## src/rtl/fir_conv_engine_if.sv

```systemverilog
// fir_conv_engine_if: sample-in / result-out valid-ready stream pair of the FIR engine
interface fir_conv_engine_if #(
  parameter int DATA_W = 8,
  parameter int OUT_W = 16
);
  logic s_valid;
  logic s_ready;
  logic signed [DATA_W-1:0] s_data;
  logic m_valid;
  logic m_ready;
  logic signed [OUT_W-1:0] m_data;
  logic sat_flag;
  modport master (output s_valid, s_data, m_ready, input s_ready, m_valid, m_data, sat_flag);
  modport slave (input s_valid, s_data, m_ready, output s_ready, m_valid, m_data, sat_flag);
endinterface

```

## src/rtl/fir_conv_engine.sv

```systemverilog
// fir_conv_engine: streaming FIR convolver, one time-shared MAC, one tap per cycle
module fir_conv_engine #(
  parameter int DATA_W = 8,
  parameter int COEF_W = 8,
  parameter int N_TAPS = 16,
  parameter int ACC_W = 32,
  parameter int OUT_W = 16,
  parameter int SHIFT = 0,
  parameter int SAT_EN = 1,
  localparam int AW = $clog2(N_TAPS)
) (
  input  logic clk,
  input  logic reset,
  input  logic coef_we_i,
  input  logic [AW-1:0] coef_addr_i,
  input  logic signed [COEF_W-1:0] coef_data_i,
  input  logic clear_i,
  output logic busy_o,
  fir_conv_engine_if.slave strm
);
  localparam int PW = DATA_W + COEF_W;
  localparam logic [AW-1:0] KL = AW'(N_TAPS - 1);
  localparam logic [AW:0] NT = (AW+1)'(N_TAPS);
  localparam logic signed [ACC_W:0] OMAX = {{(ACC_W-OUT_W+2){1'b0}}, {(OUT_W-1){1'b1}}};
  localparam logic signed [ACC_W:0] OMIN = {{(ACC_W-OUT_W+2){1'b1}}, {(OUT_W-1){1'b0}}};
  localparam logic signed [ACC_W:0] RND = ((ACC_W+1)'(1) << SHIFT) >> 1;

  typedef enum logic [1:0] {IDLE, MAC, OUT} state_t;

  state_t state_q, state_d;
  logic signed [DATA_W-1:0] dl_q [N_TAPS];
  logic signed [COEF_W-1:0] h_q [N_TAPS];
  logic [AW-1:0] wp_q, rp_q, k_q;
  logic signed [ACC_W-1:0] acc_q, acc_d;
  logic signed [OUT_W-1:0] m_data_q, m_data_d;
  logic sat_q, sat_d, last;
  logic signed [PW-1:0] prod;
  logic signed [ACC_W:0] sum, r;

  assign strm.s_ready = (state_q == IDLE) & ~coef_we_i & ~clear_i & ~reset;
  assign strm.m_valid = state_q == OUT;
  assign strm.m_data = m_data_q;
  assign strm.sat_flag = sat_q;
  assign busy_o = state_q != IDLE;

  // MAC datapath, output rounding/saturation of the final sum, and next state
  always_comb begin
    prod = h_q[k_q] * dl_q[rp_q];
    acc_d = acc_q + {{(ACC_W-PW){prod[PW-1]}}, prod};
    sum = {acc_d[ACC_W-1], acc_d} + RND;
    r = sum >>> SHIFT;
    sat_d = (SAT_EN != 0) && (r > OMAX || r < OMIN);
    m_data_d = sat_d ? (r[ACC_W] ? OMIN[OUT_W-1:0] : OMAX[OUT_W-1:0]) : r[OUT_W-1:0];
    last = k_q == KL;
    state_d = state_q == IDLE ? ((strm.s_valid & strm.s_ready) ? MAC : IDLE) :
              state_q == MAC ? (last ? OUT : MAC) :
              (strm.m_ready ? IDLE : OUT);
  end

  // state, delay line, coefficients and accumulator; rp_q walks backwards from the newest sample
  always_ff @(posedge clk) begin
    if (reset) begin
      state_q <= IDLE;
      wp_q <= '0;
      rp_q <= '0;
      k_q <= '0;
      acc_q <= '0;
      m_data_q <= '0;
      sat_q <= 1'b0;
      for (int i = 0; i < N_TAPS; i++) begin
        dl_q[i] <= '0;
        h_q[i] <= '0;
      end
    end else begin
      state_q <= state_d;
      if (state_q == IDLE) begin
        if (clear_i) begin
          for (int i = 0; i < N_TAPS; i++) dl_q[i] <= '0;
          wp_q <= '0;
        end else if (coef_we_i) begin
          if ({1'b0, coef_addr_i} < NT) h_q[coef_addr_i] <= coef_data_i;
        end else if (strm.s_valid) begin
          dl_q[wp_q] <= strm.s_data;
          rp_q <= wp_q;
          wp_q <= wp_q == KL ? '0 : wp_q + 1'b1;
          acc_q <= '0;
          k_q <= '0;
        end
      end
      if (state_q == MAC) begin
        acc_q <= acc_d;
        k_q <= last ? '0 : k_q + 1'b1;
        rp_q <= rp_q == '0 ? KL : rp_q - 1'b1;
        if (last) begin
          m_data_q <= m_data_d;
          sat_q <= sat_d;
        end
      end
    end
  end
endmodule

```

## src/flat_wrapper.sv

```systemverilog
// flat-port wrapper written by rule: the top's interface ports become plain ports
module fir_conv_engine_flat 
#(
  parameter int DATA_W = 8,
  parameter int COEF_W = 8,
  parameter int N_TAPS = 16,
  parameter int ACC_W = 32,
  parameter int OUT_W = 16,
  parameter int SHIFT = 0,
  parameter int SAT_EN = 1,
  localparam int AW = $clog2(N_TAPS)
)
  (clk, reset, coef_we_i, coef_addr_i, coef_data_i, clear_i, busy_o, strm_s_valid, strm_s_data, strm_m_ready, strm_s_ready, strm_m_valid, strm_m_data, strm_sat_flag);
  fir_conv_engine_if #(.DATA_W(DATA_W), .OUT_W(OUT_W)) strm_i ();
  input  logic clk;
  input  logic reset;
  input  logic coef_we_i;
  input  logic [AW-1:0] coef_addr_i;
  input  logic signed [COEF_W-1:0] coef_data_i;
  input  logic clear_i;
  output logic busy_o;
  input wire logic [$bits(strm_i.s_valid)-1:0] strm_s_valid;
  input wire logic [$bits(strm_i.s_data)-1:0] strm_s_data;
  input wire logic [$bits(strm_i.m_ready)-1:0] strm_m_ready;
  output wire logic [$bits(strm_i.s_ready)-1:0] strm_s_ready;
  output wire logic [$bits(strm_i.m_valid)-1:0] strm_m_valid;
  output wire logic [$bits(strm_i.m_data)-1:0] strm_m_data;
  output wire logic [$bits(strm_i.sat_flag)-1:0] strm_sat_flag;
  assign strm_i.s_valid = strm_s_valid;
  assign strm_i.s_data = strm_s_data;
  assign strm_i.m_ready = strm_m_ready;
  assign strm_s_ready = strm_i.s_ready;
  assign strm_m_valid = strm_i.m_valid;
  assign strm_m_data = strm_i.m_data;
  assign strm_sat_flag = strm_i.sat_flag;
  fir_conv_engine #(.DATA_W(DATA_W), .COEF_W(COEF_W), .N_TAPS(N_TAPS), .ACC_W(ACC_W), .OUT_W(OUT_W), .SHIFT(SHIFT), .SAT_EN(SAT_EN)) u_core (.clk(clk), .reset(reset), .coef_we_i(coef_we_i), .coef_addr_i(coef_addr_i), .coef_data_i(coef_data_i), .clear_i(clear_i), .busy_o(busy_o), .strm(strm_i));
endmodule
```

## config.mk

```make
export PLATFORM = sky130hd
export DESIGN_NAME = fir_conv_engine_flat
export DESIGN_NICKNAME = d
export VERILOG_FILES = /design/src/rtl/fir_conv_engine_if.sv /design/src/rtl/fir_conv_engine.sv /design/src/flat_wrapper.sv
export SDC_FILE = /design/constraint.sdc
export NUM_CORES = 1
export LEC_CHECK = 0
export ABC_AREA = 1
export ABC_CLOCK_PERIOD_IN_PS = 16400
export BUFFER_PORTS_ARGS = -buffer_cell sky130_fd_sc_hd__buf_2
export CAP_MARGIN = 20
export CORE_MARGIN = 2
export CORE_UTILIZATION = 69
export CTS_CLUSTER_SIZE = 16
export DETAILED_ROUTE_END_ITERATION = 7
export PLACE_DENSITY = 0.87
export SLEW_MARGIN = 20
export SYNTH_ARGS = -nofsm -noshare
export SYNTH_HDL_FRONTEND = slang
export SYNTH_SLANG_ARGS = --single-unit
```

## constraint.sdc

```tcl
create_clock -name clk -period 16.4 [get_ports clk]
set_clock_uncertainty 0.15 [all_clocks]
set_input_delay 0 -clock clk [delete_from_list [all_inputs] [get_ports clk]]
set_output_delay 0 -clock clk [all_outputs]
set_load 0.05 [all_outputs]
```

# Word-level counts from Yosys, hierarchy flattened
# Memories as Yosys holds them, arrays and structs flattened. A register that Yosys moved wholly into a read port is not among the register bits.
# Cells that the tools add are included.
[word_totals]
regBits = 63
ramBits = 256
in_bits = 26
out_inout_bits = 20
word_cells = 129
memories = 2
[mem_list]
columns = ["name", "depth", "width", "read_ports", "rd_clocked_by_memory_dff", "wr", "line_no", "source"]
rows = [
  ["u_core.dl_q", 16, 8, 1, 1, 16, "fir_conv_engine.sv:31", "logic signed [DATA_W-1:0] dl_q [N_TAPS];"],
  ["u_core.h_q", 16, 8, 1, 1, 16, "fir_conv_engine.sv:32", "logic signed [COEF_W-1:0] h_q [N_TAPS];"],
]
[classes]
n_addsub = 4
mul = 1
magnitude_cmp = 2
n_eq_ne = 7
mux = 71
n_bitwise = 23
n_reduce_logical = 12
[ops]
columns = ["operator", "count"]
rows = [
  ["$mux 32", 5],
  ["$mux 8", 18],
  ["$mux 4", 22],
  ["$add 32x32->32", 1],
  ["$gt 32x16->1 const B", 1],
  ["$lt 32x16->1 const B", 1],
  ["$mux 16", 2],
  ["$mux 1", 20],
  ["$mul 8x8->16", 1],
  ["$or 1x1->1", 16],
  ["$reduce_or 8->1", 2],
  ["$add 4x1->4 const B", 2],
  ["$eq 4x4->1 const B", 2],
  ["$mux 2", 4],
  ["$reduce_bool 2->1", 4],
  ["$ne 2x1->1 const B", 3],
  ["$and 1x1->1", 4],
  ["$logic_not 4->1", 1],
  ["$reduce_and 4->1", 1],
  ["$sub 4x1->4 const B", 1],
  ["$not 1->1", 3],
  ["$reduce_and 3->1", 1],
  ["$eq 2x1->1 const B", 1],
  ["$eq 2x2->1 const B", 1],
  ["other kinds (3)", 3],
]

# Depth between registers and ports, before layout
[logic_depth]
depth_word = 8
mapped_depth = 52
mapped_depth_nobuf = 49

# Least setup slack after synthesis
# No wires, ideal clock.
[synth_timing]
path_kind = "reg-to-reg"
startpoint = "register with a tool-made name"
endpoint = "register u_core.m_data_q[10], in the netlist u_core.strm.m_data[10]"
setup_time_ns = 0.122
t_arrival_ns = 7.336
setup_slack_ns = 8.792
path_stages_with_launch = 44
path_buffers = 4
synth_period_minus_slack_ns = 7.608
path_cell_list = "dfxtp_1 clkbuf_1 clkbuf_1 buf_2 mux2i_1 o211ai_1 o211ai_1 nand2_1 nand2_1 inv_1 fa_1 inv_1 fa_1 inv_1 fa_1 inv_1 fa_1 inv_1 [... 8 more ...] ha_1 nand2_1 inv_1 nand2_2 inv_1 nand2_1 nand2_1 a21oi_1 nand2_1 nand2_1 nand2_1 nor2_1 nand2_1 nor2_1 nand2_2 a21oi_4 buf_8 a21oi_2"
[synth_lines]
columns = ["item", "line_no", "source"]
rows = [
  ["to (signal assigned)", "fir_conv_engine.sv:95", "m_data_q <= m_data_d;"],
  ["to (decl)", "fir_conv_engine.sv:35", "logic signed [OUT_W-1:0] m_data_q, m_data_d;"],
]

==> results.cfg <==
[worst_setup_path]
crit_end = u_core.strm.m_data[13]
r2r_setup_slack_ps = 6660
critPathArrivalTime_ps = 9970
reg2reg_to = u_core.strm.m_data[13]
required_ps = 16630
crit_top_cell = nand2_1
critPathLaunchType = flip-flop
ff2ff_path_depth = 38
crit_type = flip-flop to flip-flop
crit_path_max_fanout = 77
crit_path_top_delay_cell = buf_4
slowest_delay_ps = 740
end_kind = flip-flop

[floorplanning]
num_io_pins = 46
initial_core_util = 0.706
fp.coreArea_um2 = 27900
rows = 61
die_x_um = 173
dieArea_um2 = 29900
die_height_um = 173

[global_routing]
antenna_found_initial = 0
grt_pass1_vias = 16300
grt-ovfl-total = 0
grt_max_degree = 78
grt_pass1_wl_mm = 82.9
grt_usage = 0.348

[synthesis]
synth_seq_area_share = 0.462
synth-edff-count = 256
synthFlopType = edfxtp_1
syn_area_per_cell_um2 = 8.42
ys_seq_elements = 327
syn_nets = 2494
netlist_instances = 2341
synthArstFlopShare = 0
ys_types = 46
synth_area_leaders = edfxtp_1 (39%), nand2_1 (9.7%), dfxtp_1 (7.2%)
synth.top_cell.area_share = 0.390
netlist_area_um2 = 19700
yosys_warnings = 0
synth_area_leader_cell = edfxtp_1

[cts]
cts_htree_levels = 2
cts_tree = built
cts.path.max_buffers = 3
clock_latency_ps = 520
cts_root_buf = clkbuf_16
clk_pin_slew_ps = 60
numCtsBuffers = 35
clkSinkCount = 327

[drt]
ant_nets = 0
drt_iter0_markers = 2232
firstDrtPassIters = 6
viasPerCell = 5.95
routedWlPerCell_um = 19.0
wl_mm = 52.5
drcViolationCount = 0
route.vias.total = 16500

[place]
portBuffers = 45
gp_congestion = 0.941
hpwl_mm = 36.3
dp.cells = 2692

[sta]
finalHoldViolCount = 0
fin_setup_tns_ps = 0
max_slew.worst_pin.slew_ps = 1040
grt_setup_unrepaired = no
drv_slew = 0
setup_viol = 0
fin_crit_sh = 0.594
slew_headroom = 0.304
fmax_mhz = 103
final.min_clock_period_ps = 9740

[hold_path]
hold_class = primary input to flip-flop

[final_layout]
layout-drive-gt1-share = 0.0645
nets = 2518
num_antenna_cells = 0
instances_no_fill = 2767
final_common_cell = nand2_1
syn_to_final_growth_pct = 8.77
final_cell_mix = nand2_1 (508), inv_1 (375), nor2_1 (336), edfxtp_1 (256), a21oi_1 (143)

[power_and_ir_drop]
p_per_area_nw_per_um2 = 161
p_leak_uw = 0.00976
ir_drop_mv = 0.107

[job]
drv_cap = 0

[outcome]
outcome = complete, no violations
## power breakdown
part           internal [uW]  switching (uW)  total [uW]
registers                930            19.2         949
clock network            469             328         797
logic                    526            1170        1700
## layer usage
| layer | vias to the layer above | global-route usage | wire [um] |
|---|---|---|---|
| li1 | 7611 | - | - |
| met1 | 7707 | 0.438 | 19900 |
| met2 | 969 | 0.601 | 25600 |
| met3 | 173 | 0.0646 | 5150 |
| met4 | 0 | 0.129 | 1890 |
| met5 | - | 0 | 0 |
## layout make-up
type	instances	area [um2]
Multi-Input combinational cell	1547	8830
Tap cell	378	473
Sequential cell	327	9120
Inverter	387	1450
Clock inverter	18	198
Fill cell	1928	6500
Timing Repair Buffer	67	425
Clock buffer	43	936
## repair_timing
action                    4_1_cts  5_1_grt
gates resized for setup         0        0
hold endpoints to repair       69        0
hold buffers                   14        0
buffers inserted                0        0
## cell usage after synthesis (10+ instances only)
| master | number |
|---|---|
| a21oi_1 | 143 |
| a21oi_2 | 10 |
| clkbuf_1 | 65 |
| dfxtp_1 | 71 |
| edfxtp_1 | 256 |
| fa_1 | 56 |
| ha_1 | 71 |
| inv_1 | 375 |
| mux2i_1 | 64 |
| nand2_1 | 508 |
| nand2_2 | 10 |
| nand3_1 | 80 |
| nand4_1 | 13 |
| nor2_1 | 336 |
| nor2_2 | 10 |
| nor3_1 | 10 |
| o211ai_1 | 65 |
| o21ai_0 | 111 |
| xor2_1 | 18 |
## registers in the layout, indices dropped and copies added, names as in the netlist, named ones only
register	cells
u_core.strm.sat_flag	1
u_core.dl_q	128
u_core.rp_q	4
u_core.h_q	128
u_core.wp_q	4
u_core.acc_q	32
u_core.state_q	2
u_core.k_q	4
u_core.strm.m_data	16
## through the flow
stage | area, um2 | hold slack (ps) | utilization | setup WS (ps) | power (uW)
detailed placement | 20200 | 88.4 | 0.722 | 6870 | 2610
CTS | 21400 | 0.117 | 0.767 | 6830 | 3420
global route | 21400 | 24.6 | 0.767 | 5920 | 3670
finish | 21400 | 19.6 | 0.767 | 6660 | 3440
global placement | 20200 | 81.7 | 0.722 | 7160 | 2580
floorplan | 19700 | -39.1 | - | 8790 | 2220
## how the worst min path moves through the flow
stage | to | slack, ps | start | cells past startpoint
detailed placement | u_core.state_q[1] | 90 | strm_m_ready | 2
global placement | u_core.state_q[1] | 80 | strm_m_ready | 2
floorplan | u_core.state_q[1] | -40 | strm_m_ready | 1
finish | u_core.h_q[11][6] | 20 | coef_data_i[6] | 3
global route | u_core.h_q[3][5] | 20 | coef_data_i[5] | 3
CTS | u_core.h_q[9][1] | 0.1 | coef_data_i[1] | 3
## cells by family after synthesis
family                   after synthesis  share of synthesized area
AO/OA/AOI/OAI                        346                      0.100
XOR/XNOR                              27                     0.0120
adder cells (fa/ha/maj)              127                      0.102
buffers and inverters                467                     0.0903
flip-flops                           327                      0.462
multiplexers                          64                     0.0325
AND/OR/NAND/NOR                      983                      0.201
## critical path, delay by kind of cell, from the launching register on
kind                       cells  cell delay, ps
adders and majority gates      6            3210
and+or+nand+nor               18            2780
AOI/OAI and AO/OA              8            1800
buffers and inverters          6            1140
DFF                            1             460
Note: power is estimated with default switching activity, not from simulation.
